===== src/rtl/song_sequencer.sv =====
// Song-selection and playback sequencer: debounced next/prev/play buttons, wrap/saturate
// song index, load/enable/idle engine handshake, auto-advance and BCD display digits.
// Optional hold-to-repeat on next/prev is enabled by defining HOLD_REPEAT_EN.
module song_sequencer #(
  parameter int unsigned NUM_SONGS       = 8,
  parameter int unsigned SONG_W          = 4,
  parameter int unsigned DEBOUNCE_CYCLES = 200000,
  parameter int unsigned WRAP            = 1,
  parameter int unsigned AUTO_ADVANCE    = 1,
  parameter int unsigned REPEAT_CYCLES   = 5000000
) (
  input  logic              clk,
  input  logic              reset,
  input  logic              btn_next,
  input  logic              btn_prev,
  input  logic              btn_play,
  input  logic              song_done,
  input  logic              engine_idle,
  output logic [SONG_W-1:0] song_number,
  output logic              load_pulse,
  output logic              play_en,
  output logic              busy,
  output logic [3:0]        bcd_tens,
  output logic [3:0]        bcd_ones
);

  localparam int unsigned DB_W = $clog2(DEBOUNCE_CYCLES + 1);
  localparam logic [SONG_W-1:0] LAST_IDX = SONG_W'(NUM_SONGS - 1);

  if (NUM_SONGS < 2 || NUM_SONGS > 99 || (64'd1 << SONG_W) < 64'(NUM_SONGS) ||
      DEBOUNCE_CYCLES < 1 || REPEAT_CYCLES < 1) begin : g_bad_params
    $error("song_sequencer: illegal parameter combination");
  end

  typedef enum logic [1:0] {
    ST_STOPPED,
    ST_LOADING,
    ST_PLAYING,
    ST_DRAINING
  } state_t;

  // Button bit order: 0 = next, 1 = prev, 2 = play
  logic [2:0]      btn_raw;
  logic [2:0]      sync1, sync2, deb, ev;
  logic [DB_W-1:0] db_cnt [3];
  logic [2:0]      flip_c, rise_c, rpt_fire_c;

  assign btn_raw = {btn_play, btn_prev, btn_next};

  always_comb begin
    flip_c = '0;
    rise_c = '0;
    for (int i = 0; i < 3; i++) begin
      flip_c[i] = (sync2[i] != deb[i]) && (db_cnt[i] == DB_W'(DEBOUNCE_CYCLES - 1));
      rise_c[i] = flip_c[i] && sync2[i];
    end
  end

  // Synchroniser, debounce counters and one-cycle button events
  always_ff @(posedge clk or posedge reset) begin
    if (reset) begin
      sync1 <= '0;
      sync2 <= '0;
      deb   <= '0;
      ev    <= '0;
      for (int i = 0; i < 3; i++) db_cnt[i] <= '0;
    end else begin
      sync1 <= btn_raw;
      sync2 <= sync1;
      ev    <= rise_c | rpt_fire_c;
      for (int i = 0; i < 3; i++) begin
        if (flip_c[i]) begin
          deb[i]    <= sync2[i];
          db_cnt[i] <= '0;
        end else if (sync2[i] != deb[i]) begin
          db_cnt[i] <= db_cnt[i] + DB_W'(1);
        end else begin
          db_cnt[i] <= '0;
        end
      end
    end
  end

`ifdef HOLD_REPEAT_EN
  localparam int unsigned RPT_W = $clog2(REPEAT_CYCLES + 1);
  logic [RPT_W-1:0] rpt_cnt [2];

  always_comb begin
    rpt_fire_c = '0;
    for (int i = 0; i < 2; i++)
      rpt_fire_c[i] = deb[i] && (rpt_cnt[i] == RPT_W'(REPEAT_CYCLES - 1));
  end

  // Hold-repeat counters run while the debounced level is high
  always_ff @(posedge clk or posedge reset) begin
    if (reset) begin
      for (int i = 0; i < 2; i++) rpt_cnt[i] <= '0;
    end else begin
      for (int i = 0; i < 2; i++)
        rpt_cnt[i] <= (!deb[i] || rpt_fire_c[i]) ? '0 : rpt_cnt[i] + RPT_W'(1);
    end
  end
`else
  assign rpt_fire_c = '0;
`endif

  state_t            state_q, state_n;
  logic              restart_q, restart_n;
  logic [SONG_W-1:0] idx_n, inc_idx, dec_idx, nav_idx;
  logic              nav_next, nav_prev, can_inc, can_dec, nav_change;
  logic [6:0]        bcd_val;
  logic [3:0]        tens_c, ones_c;

  // Next-state, restart flag and index update
  always_comb begin
    state_n    = state_q;
    restart_n  = restart_q;
    idx_n      = song_number;
    nav_next   = ev[0] & ~ev[1];
    nav_prev   = ev[1] & ~ev[0];
    inc_idx    = (song_number == LAST_IDX) ? '0 : song_number + SONG_W'(1);
    dec_idx    = (song_number == '0) ? LAST_IDX : song_number - SONG_W'(1);
    can_inc    = (WRAP != 0) || (song_number != LAST_IDX);
    can_dec    = (WRAP != 0) || (song_number != '0);
    nav_change = (nav_next && can_inc) || (nav_prev && can_dec);
    nav_idx    = nav_next ? inc_idx : dec_idx;

    case (state_q)
      ST_STOPPED: begin
        if (ev[2]) state_n = ST_LOADING;
        else if (nav_change) idx_n = nav_idx;
      end
      ST_LOADING: state_n = ST_PLAYING;
      ST_PLAYING: begin
        if (ev[2]) begin
          restart_n = 1'b0;
          state_n   = ST_DRAINING;
        end else if (nav_change) begin
          idx_n     = nav_idx;
          restart_n = 1'b1;
          state_n   = ST_DRAINING;
        end else if (song_done) begin
          if ((AUTO_ADVANCE != 0) && can_inc) begin
            idx_n     = inc_idx;
            restart_n = 1'b1;
          end else begin
            restart_n = 1'b0;
          end
          state_n = ST_DRAINING;
        end
      end
      ST_DRAINING: begin
        if (ev[2]) restart_n = ~restart_q;
        if (nav_change) idx_n = nav_idx;
        if (engine_idle) state_n = restart_n ? ST_LOADING : ST_STOPPED;
      end
      default: state_n = ST_STOPPED;
    endcase
  end

  // Display digits of song_number+1 by comparing against multiples of ten
  always_comb begin
    bcd_val = 7'(song_number) + 7'd1;
    tens_c  = '0;
    ones_c  = 4'(bcd_val);
    for (int t = 1; t < 10; t++) begin
      if (bcd_val >= 7'(10 * t)) begin
        tens_c = 4'(t);
        ones_c = 4'(bcd_val - 7'(10 * t));
      end
    end
  end

  always_ff @(posedge clk or posedge reset) begin
    if (reset) begin
      state_q     <= ST_STOPPED;
      restart_q   <= 1'b0;
      song_number <= '0;
      load_pulse  <= 1'b0;
      play_en     <= 1'b0;
      busy        <= 1'b0;
      bcd_tens    <= 4'd0;
      bcd_ones    <= 4'd1;
    end else begin
      state_q     <= state_n;
      restart_q   <= restart_n;
      song_number <= idx_n;
      load_pulse  <= (state_n == ST_LOADING);
      play_en     <= (state_n == ST_PLAYING);
      busy        <= (state_n == ST_LOADING) || (state_n == ST_DRAINING);
      bcd_tens    <= tens_c;
      bcd_ones    <= ones_c;
    end
  end

endmodule


===== config.mk =====
export PLATFORM = sky130hd
export DESIGN_NAME = song_sequencer
export DESIGN_NICKNAME = d
export VERILOG_FILES = /design/src/rtl/song_sequencer.sv
export SDC_FILE = /design/constraint.sdc
export NUM_CORES = 1
export LEC_CHECK = 0
export ABC_AREA = 1
export BUFFER_PORTS_ARGS = -buffer_cell sky130_fd_sc_hd__buf_2
export CAP_MARGIN = 10
export CORE_UTILIZATION = 60
export CTS_CLUSTER_SIZE = 30
export DETAILED_ROUTE_END_ITERATION = 8
export PLACE_DENSITY = 0.78
export SLEW_MARGIN = 20
export SYNTH_ARGS = -nofsm -noshare
export SYNTH_HDL_FRONTEND = slang
export SYNTH_SLANG_ARGS = --single-unit

===== constraint.sdc =====
create_clock -name clk -period 5.5 [get_ports clk]
set_input_delay 0.55 -clock clk [delete_from_list [all_inputs] [get_ports clk]]
set_output_delay 0.55 -clock clk [all_outputs]
set_load 0.1 [all_outputs]

**After elaboration in Yosys (flattened, before gate mapping)**

Cells that the tools add are included.

- Register bits after elaboration: 84
- Input bits: 7
- Output and inout port bits: 15
- Word-level logic and storage cells: 123

- $add $sub $neg: 15
- $lt $le $gt $ge: 9
- Eq/ne operators: 17
- Mux-type cells: 46
- Bitwise logic cells: 5
- Reductions and logical operators: 14

Operators with widths:

| kind | count |
|---|---|
| 18-bit 2-to-1 mux | 6 |
| 4-bit 2-to-1 mux | 23 |
| 18-bit by 1-bit adder with 18-bit output (second input constant) | 3 |
| 18-bit == test (second input constant) | 3 |
| 5-bit by 7-bit >= comparator with 1-bit output (second input constant) | 3 |
| 4-bit subtractor (second input constant) | 5 |
| 5-bit by 6-bit >= comparator with 1-bit output (second input constant) | 3 |
| 2-bit 2-to-1 mux | 7 |
| 4-bit one-hot mux with 3 select lines | 1 |
| 5-bit >= comparator (second input constant) | 2 |
| 2-bit == test (second input constant) | 4 |
| 2-bit one-hot mux with 4 select lines | 1 |
| 4-bit by 1-bit subtractor with 4-bit output (second input constant) | 2 |
| 4-bit by 3-bit subtractor with 4-bit output (second input constant) | 2 |
| 1-bit 2-to-1 mux | 7 |
| 1-bit logical AND | 6 |
| 4-bit by 1-bit adder with 5-bit output (second input constant) | 1 |
| 5-bit by 4-bit >= comparator with 1-bit output (second input constant) | 1 |
| 4-bit by 1-bit adder with 4-bit output (second input constant) | 1 |
| 2-bit by 1-bit == test with 1-bit output (second input constant) | 2 |
| 4-bit by 3-bit == test with 1-bit output (second input constant) | 1 |
| 4-bit logical NOT | 1 |
| 2-bit inequality test (second input constant) | 2 |
| 4-bit inequality test (second input constant) | 1 |
| 12 further kinds | 18 |

**Longest topological paths before layout**

- Depth after elaboration: 11
- Depth in mapped cells: 13
- Depth with buffers taken out: 13

**Least setup slack after synthesis**

Ideal clock, no wire load.

- Kind: register to register
- Start point: reg song_number[0]
- End point: reg bcd_ones[1]
- Library setup time: 0.117 ns
- Arrival: 2.324 ns
- Data required time: 5.383 ns
- Slack: 3.060 ns
- Stages on the path, launching flop included: 9
- Buffers on the path: 0
- Clock period less this slack: 2.440 ns
- Cells stage by stage: dfrtp_1 -> inv_1 -> ha_1 -> inv_1 -> ha_1 -> o21ai_1 -> nand2_1 -> nand3_1 -> nand2_1

- Longest elaborated chain between the ends: 11
- Elaborated cells on any way between the ends: 28
- Classes of those cells: 10 x add/sub; 9 x order compare; 9 x mux

Ends and longest elaborated chain:

| what | RTL line | source |
|---|---|---|
| start, declared | 19 | `output logic [SONG_W-1:0] song_number,` |
| start signal, assigned | 187 | `song_number <= idx_n;` |
| 4-bit by 1-bit adder with 5-bit output (*) | 163 | `bcd_val = 7'(song_number) + 7'd1;` |
| via bcd_val[0] | 111 | `logic [6:0] bcd_val;` |
| 4-bit subtractor or 5-bit by 4-bit >= comparator with 1-bit output (tied branches) | 169, 167 |  |
| 4-bit 2-to-1 mux (8 in a row) | 167 | `if (bcd_val >= 7'(10 * t)) begin` |
| 4-bit 2-to-1 mux (*) | 167 |  |
| via ones_c[1] | 112 | `logic [3:0] tens_c, ones_c;` |
| end signal, assigned | 192 | `bcd_ones <= ones_c;` |
| end, declared | 24 | `output logic [3:0] bcd_ones` |

Mark *: on every way through the listed nets, which the timed path passes. The rest lies on a longest branch.
A chain may end at the register's enable or synchronous reset.

**Worst setup path in the final report**

- Start point: reg deb[0]
- End point: reg db_cnt[42] (netlist bit)

- Longest elaborated chain between the ends: 3
- Elaborated cells on any way between the ends: 4
- Classes of those cells: 1 x eq/ne; 2 x mux; 1 x reduce/logical

Ends and longest elaborated chain:

| what | RTL line | source |
|---|---|---|
| start, declared | 44 | `logic [2:0] sync1, sync2, deb, ev;` |
| start signal, assigned by index | 73 | `deb[i] <= sync2[i];` |
| 1-bit inequality test (*) | 54, 75 |  |
| 18-bit 2-to-1 mux or 1-bit logical AND (tied branches) | 75, 54 |  |
| 18-bit 2-to-1 mux (*) | 72 | `if (flip_c[i]) begin` |
| end signal, assigned by index | 76 | `db_cnt[i] <= db_cnt[i] + DB_W'(1);` |
| end, declared | 45 | `logic [DB_W-1:0] db_cnt [3];` |

Every way passes the cells marked *; elsewhere a longest branch is shown, timed or not.

==> results by group <==
Outcome
  • Outcome: completed

Logic synthesis
  • Synth Instances: 601
  • Largest area contributor in the netlist: dfrtp_1
  • Register bit total from synthesis: 82
  • Ys flop type: dfrtp_1
  • Share of the synthesized area in the top cell type: 44.2%
  • Synth Warn #: 0
  • Dominant cells by area after synthesis: dfrtp_1 (44%), nand2_1 (11%), nor2_1 (9.3%)
  • Mux contribution to synthesized area: 0%
  • Syn Area/Cell: 7.63 um^2
  • Ys async rst share: 100%
  • Synth cell types: 39
  • XOR/XNOR Fraction of Synth Area: 4.78%
  • Synth Area in Compound Gates: 4.61%
  • Largest family of logic cells by synthesized area: simple AND/OR/NAND/NOR gates
  • Synthesized cell area: 0.00458 mm^2
  • Post-Synth Simple-Gate Area: 35.2%
  • Register area share after synthesis: 44.8%
  • Post-synthesis adder-cell area fraction: 3.00%
  • Post-synth EDFFs: 0

Timing
  • Hold WS: 0.301 ns
  • Max Freq: 498 MHz
  • Slew @ Worst Pin: 0.905 ns
  • Final Cycle Share: 36.5%
  • Final worst-path setup slack: 3.49 ns
  • RSZ-0062 raised after global routing: no
  • Max Slew Vio Count: 0
  • Setup TNS: 0 ns
  • Min Clock Period, post-route: 2.01 ns
  • Setup Viol. Count Final: 0
  • Slew HR: 39.2%
  • Endpoints failing hold: 0
  • Setup Skew: 0.00649 ns

Clock network
  • Clock tree sinks: 82
  • Hold Buf Count CTS: 0
  • CTS Buffer Depth: 2
  • Clock slew at reported path FFs: 0.08 ns
  • CTS resizes: 0
  • Postcts setup bufs: 0
  • CTS H-tree lvls: 3
  • CTS tree: done
  • Number of buffers created by CTS: 9
  • Skew-Pair Late Insertion Delay: 0.35 ns
  • Root Buffer: clkbuf_8

Global routing
  • Initial antenna violation count: 0
  • First-pass GRT wire length: 15.3 mm
  • Largest net degree at the start of global routing: 83
  • Overflow left after global routing: 0
  • GRT Overall Usage: 25.0%
  • Vias in the first global route: 3597

Route
  • Routed Antenna Nets: 0
  • Routed len/inst: 11.9 um
  • WL final: 8.70 mm
  • First-pass DRT Iterations: 5
  • Avg Vias per Cell: 5.10
  • Iteration-0 DRC Markers: 176
  • Total number of vias: 3742
  • Drt drc: 0

Die
  • I/O pin cnt: 22
  • Num rows: 31
  • Initial Utilization: 62.5%
  • Chip width: 89.4 um
  • Die ar.: 0.00799 mm^2
  • Chip height: 89.4 um
  • Core footprint: 0.00733 mm^2

Placement
  • Final HPWL DP: 6.39 mm
  • Area after DPL: 0.00480 mm^2
  • Pre-CTS WS: 3.47 ns
  • Gpl congestion: 0.891
  • IO buf count: 19

Worst setup path
  • Crit path kind: flop to flop
  • Maximum fanout along the worst path: 11
  • CP Data Arrival Time: 2.29 ns
  • Setup crit start kind: flop
  • Number of buffers and inverters on the critical path: 2
  • Delay of the slowest critical-path stage: 0.73 ns
  • Crit-path leading delay family: XOR/XNOR gates
  • Cell Chain, Critical Path: xnor2_1 > inv_1 > nand2_1 > nor2_1 > nor2_2 > inv_1 > nor2_1
  • CP Capture Type: flop
  • CP Data Required Time: 5.79 ns
  • Critical-path top delay cell: xnor2_1

Job
  • Maxcap violations: 0

Power and ir drop
  • Pwr Density: 387 mW/mm^2
  • Power Total: 1940 uW
  • Worst vdd ir: 156 uV
  • Lkg Pwr: 0.00244 uW

Cells and area
  • # fillers: 615
  • Final Instance Area: 0.00501 mm^2
  • Synth-to-layout area growth: 9.31%
  • Antenna Cells: 0
  • Register area: 0.00205 mm^2
  • Area of the multi-input gates: 0.00219 mm^2
  • Layout cell share with drive strength beyond 1: 12.4%
  • Fin nets: 648

Worst hold path
  • Worst hold path class: input pin to flop
-- per-layer routing --
layer | share of wire, % | global-route usage, % | up-vias
met5 | 0 | 0 | -
met2 | 47 | 42.4 | 79
met3 | 4.3 | 3.97 | 11
li1 | - | - | 1926
met1 | 47 | 31.7 | 1726
met4 | 1.6 | 11.1 | 0
-- kinds of logic (layout without fill, tap and decap cells) --
| family | Yosys count | count (layout) |
|---|---|---|
| AND/OR/NAND/NOR | 357 | 357 |
| buffers and inverters | 90 | 123 |
| flip-flops | 82 | 82 |
| AO/OA/AOI/OAI | 35 | 35 |
| XOR/XNOR | 25 | 25 |
| adder cells (fa/ha/maj) | 11 | 11 |
| other | 1 | 2 |
-- flip-flops by register name (all words and copies together) (netlist names) --
signal,cells
bcd_ones,4
state_q,2
play_en,1
bcd_tens,2
sync1,3
ev,3
sync2,3
song_number,4
db_cnt,54
deb,3
load_pulse,1
restart_q,1
busy,1
-- worst paths after layout --
kind | cells past startpoint | end | slack [ns] | start
hold / removal | 1 | sync1[1] | 0.30 | btn_prev
hold reg to reg | 0 | sync2[1] | 0.35 | sync1[1]
setup / recovery | 7 | db_cnt[42] | 3.49 | deb[0]
min in group asynchronous | 3 | db_cnt[48] | 0.36 | reset
setup reg to reg | 7 | db_cnt[42] | 3.49 | deb[0]
max in group asynchronous | 3 | db_cnt[25] | 4.61 | reset
-- placed cells by master (no fill, tap or decap), types with 2 or more instances in the layout --
cell type,count
nand3_2,4
clkbuf_8,9
clkbuf_1,2
inv_1,81
buf_2,19
dfrtp_1,81
conb_1,2
and2_1,4
a21oi_1,8
bufinv_16,2
nand2_2,9
nand4_1,9
o21ai_1,2
o21bai_1,2
xor2_1,19
clkinv_2,3
or2_2,3
xnor2_1,6
inv_2,3
nand2_1,138
nor3_1,9
o21ai_0,13
nor2_4,4
nor2_1,114
a31oi_1,5
nand2_4,2
nor2_2,11
nor3_4,2
nor3b_1,3
nand3_1,42
ha_1,11
-- worst reg2reg max path, stage by stage, from the launching register on --
cell and delay (ns):
dfrtp_1 0.39, xnor2_1 0.73, inv_1 0.22, nand2_1 0.13, nor2_1 0.07, nor2_2 0.21, inv_1 0.09, nor2_1 0.10
-- where the power goes --
group	internal (uW)	total (uW)	switching, uW
sequential	669	718	49.0
combinational	154	748	594
clock	256	472	217
-- cell type report --
type / instances / share of cell area (%)
clock buffers: 11 / 2.62
clock inverters: 5 / 1.57
inverters: 87 / 6.59
multi-input cells: 430 / 43.6
flip-flops and latches: 82 / 41.0
well taps: 99 / 2.47
repair buffers: 20 / 2.12
-- per-stage QoR --
step,utilization (%),cells
4_1_cts,68.3,734
5_1_grt,68.4,734
3_3_place_gp,65.4,718
2_1_floorplan,-,602
6_report,68.4,734
3_5_place_dp,65.4,718
-- Yosys cell counts (2+ instances only) --
master,number
a31oi_1,5
inv_2,3
nand3_1,42
nand2_1,138
and2_1,4
ha_1,11
nor3_1,9
a21oi_1,8
nand4_1,9
dfrtp_1,81
xor2_1,19
o21ai_1,2
nor2_4,4
xnor2_1,6
o21ai_0,13
nand3_2,4
or2_2,3
buf_4,2
o21bai_1,2
nor2_2,11
nor2_1,114
nand2_2,9
inv_1,82
nor3_4,2
nand2_4,2
nor3b_1,3
Note: power is estimated with default switching activity, not from simulation.
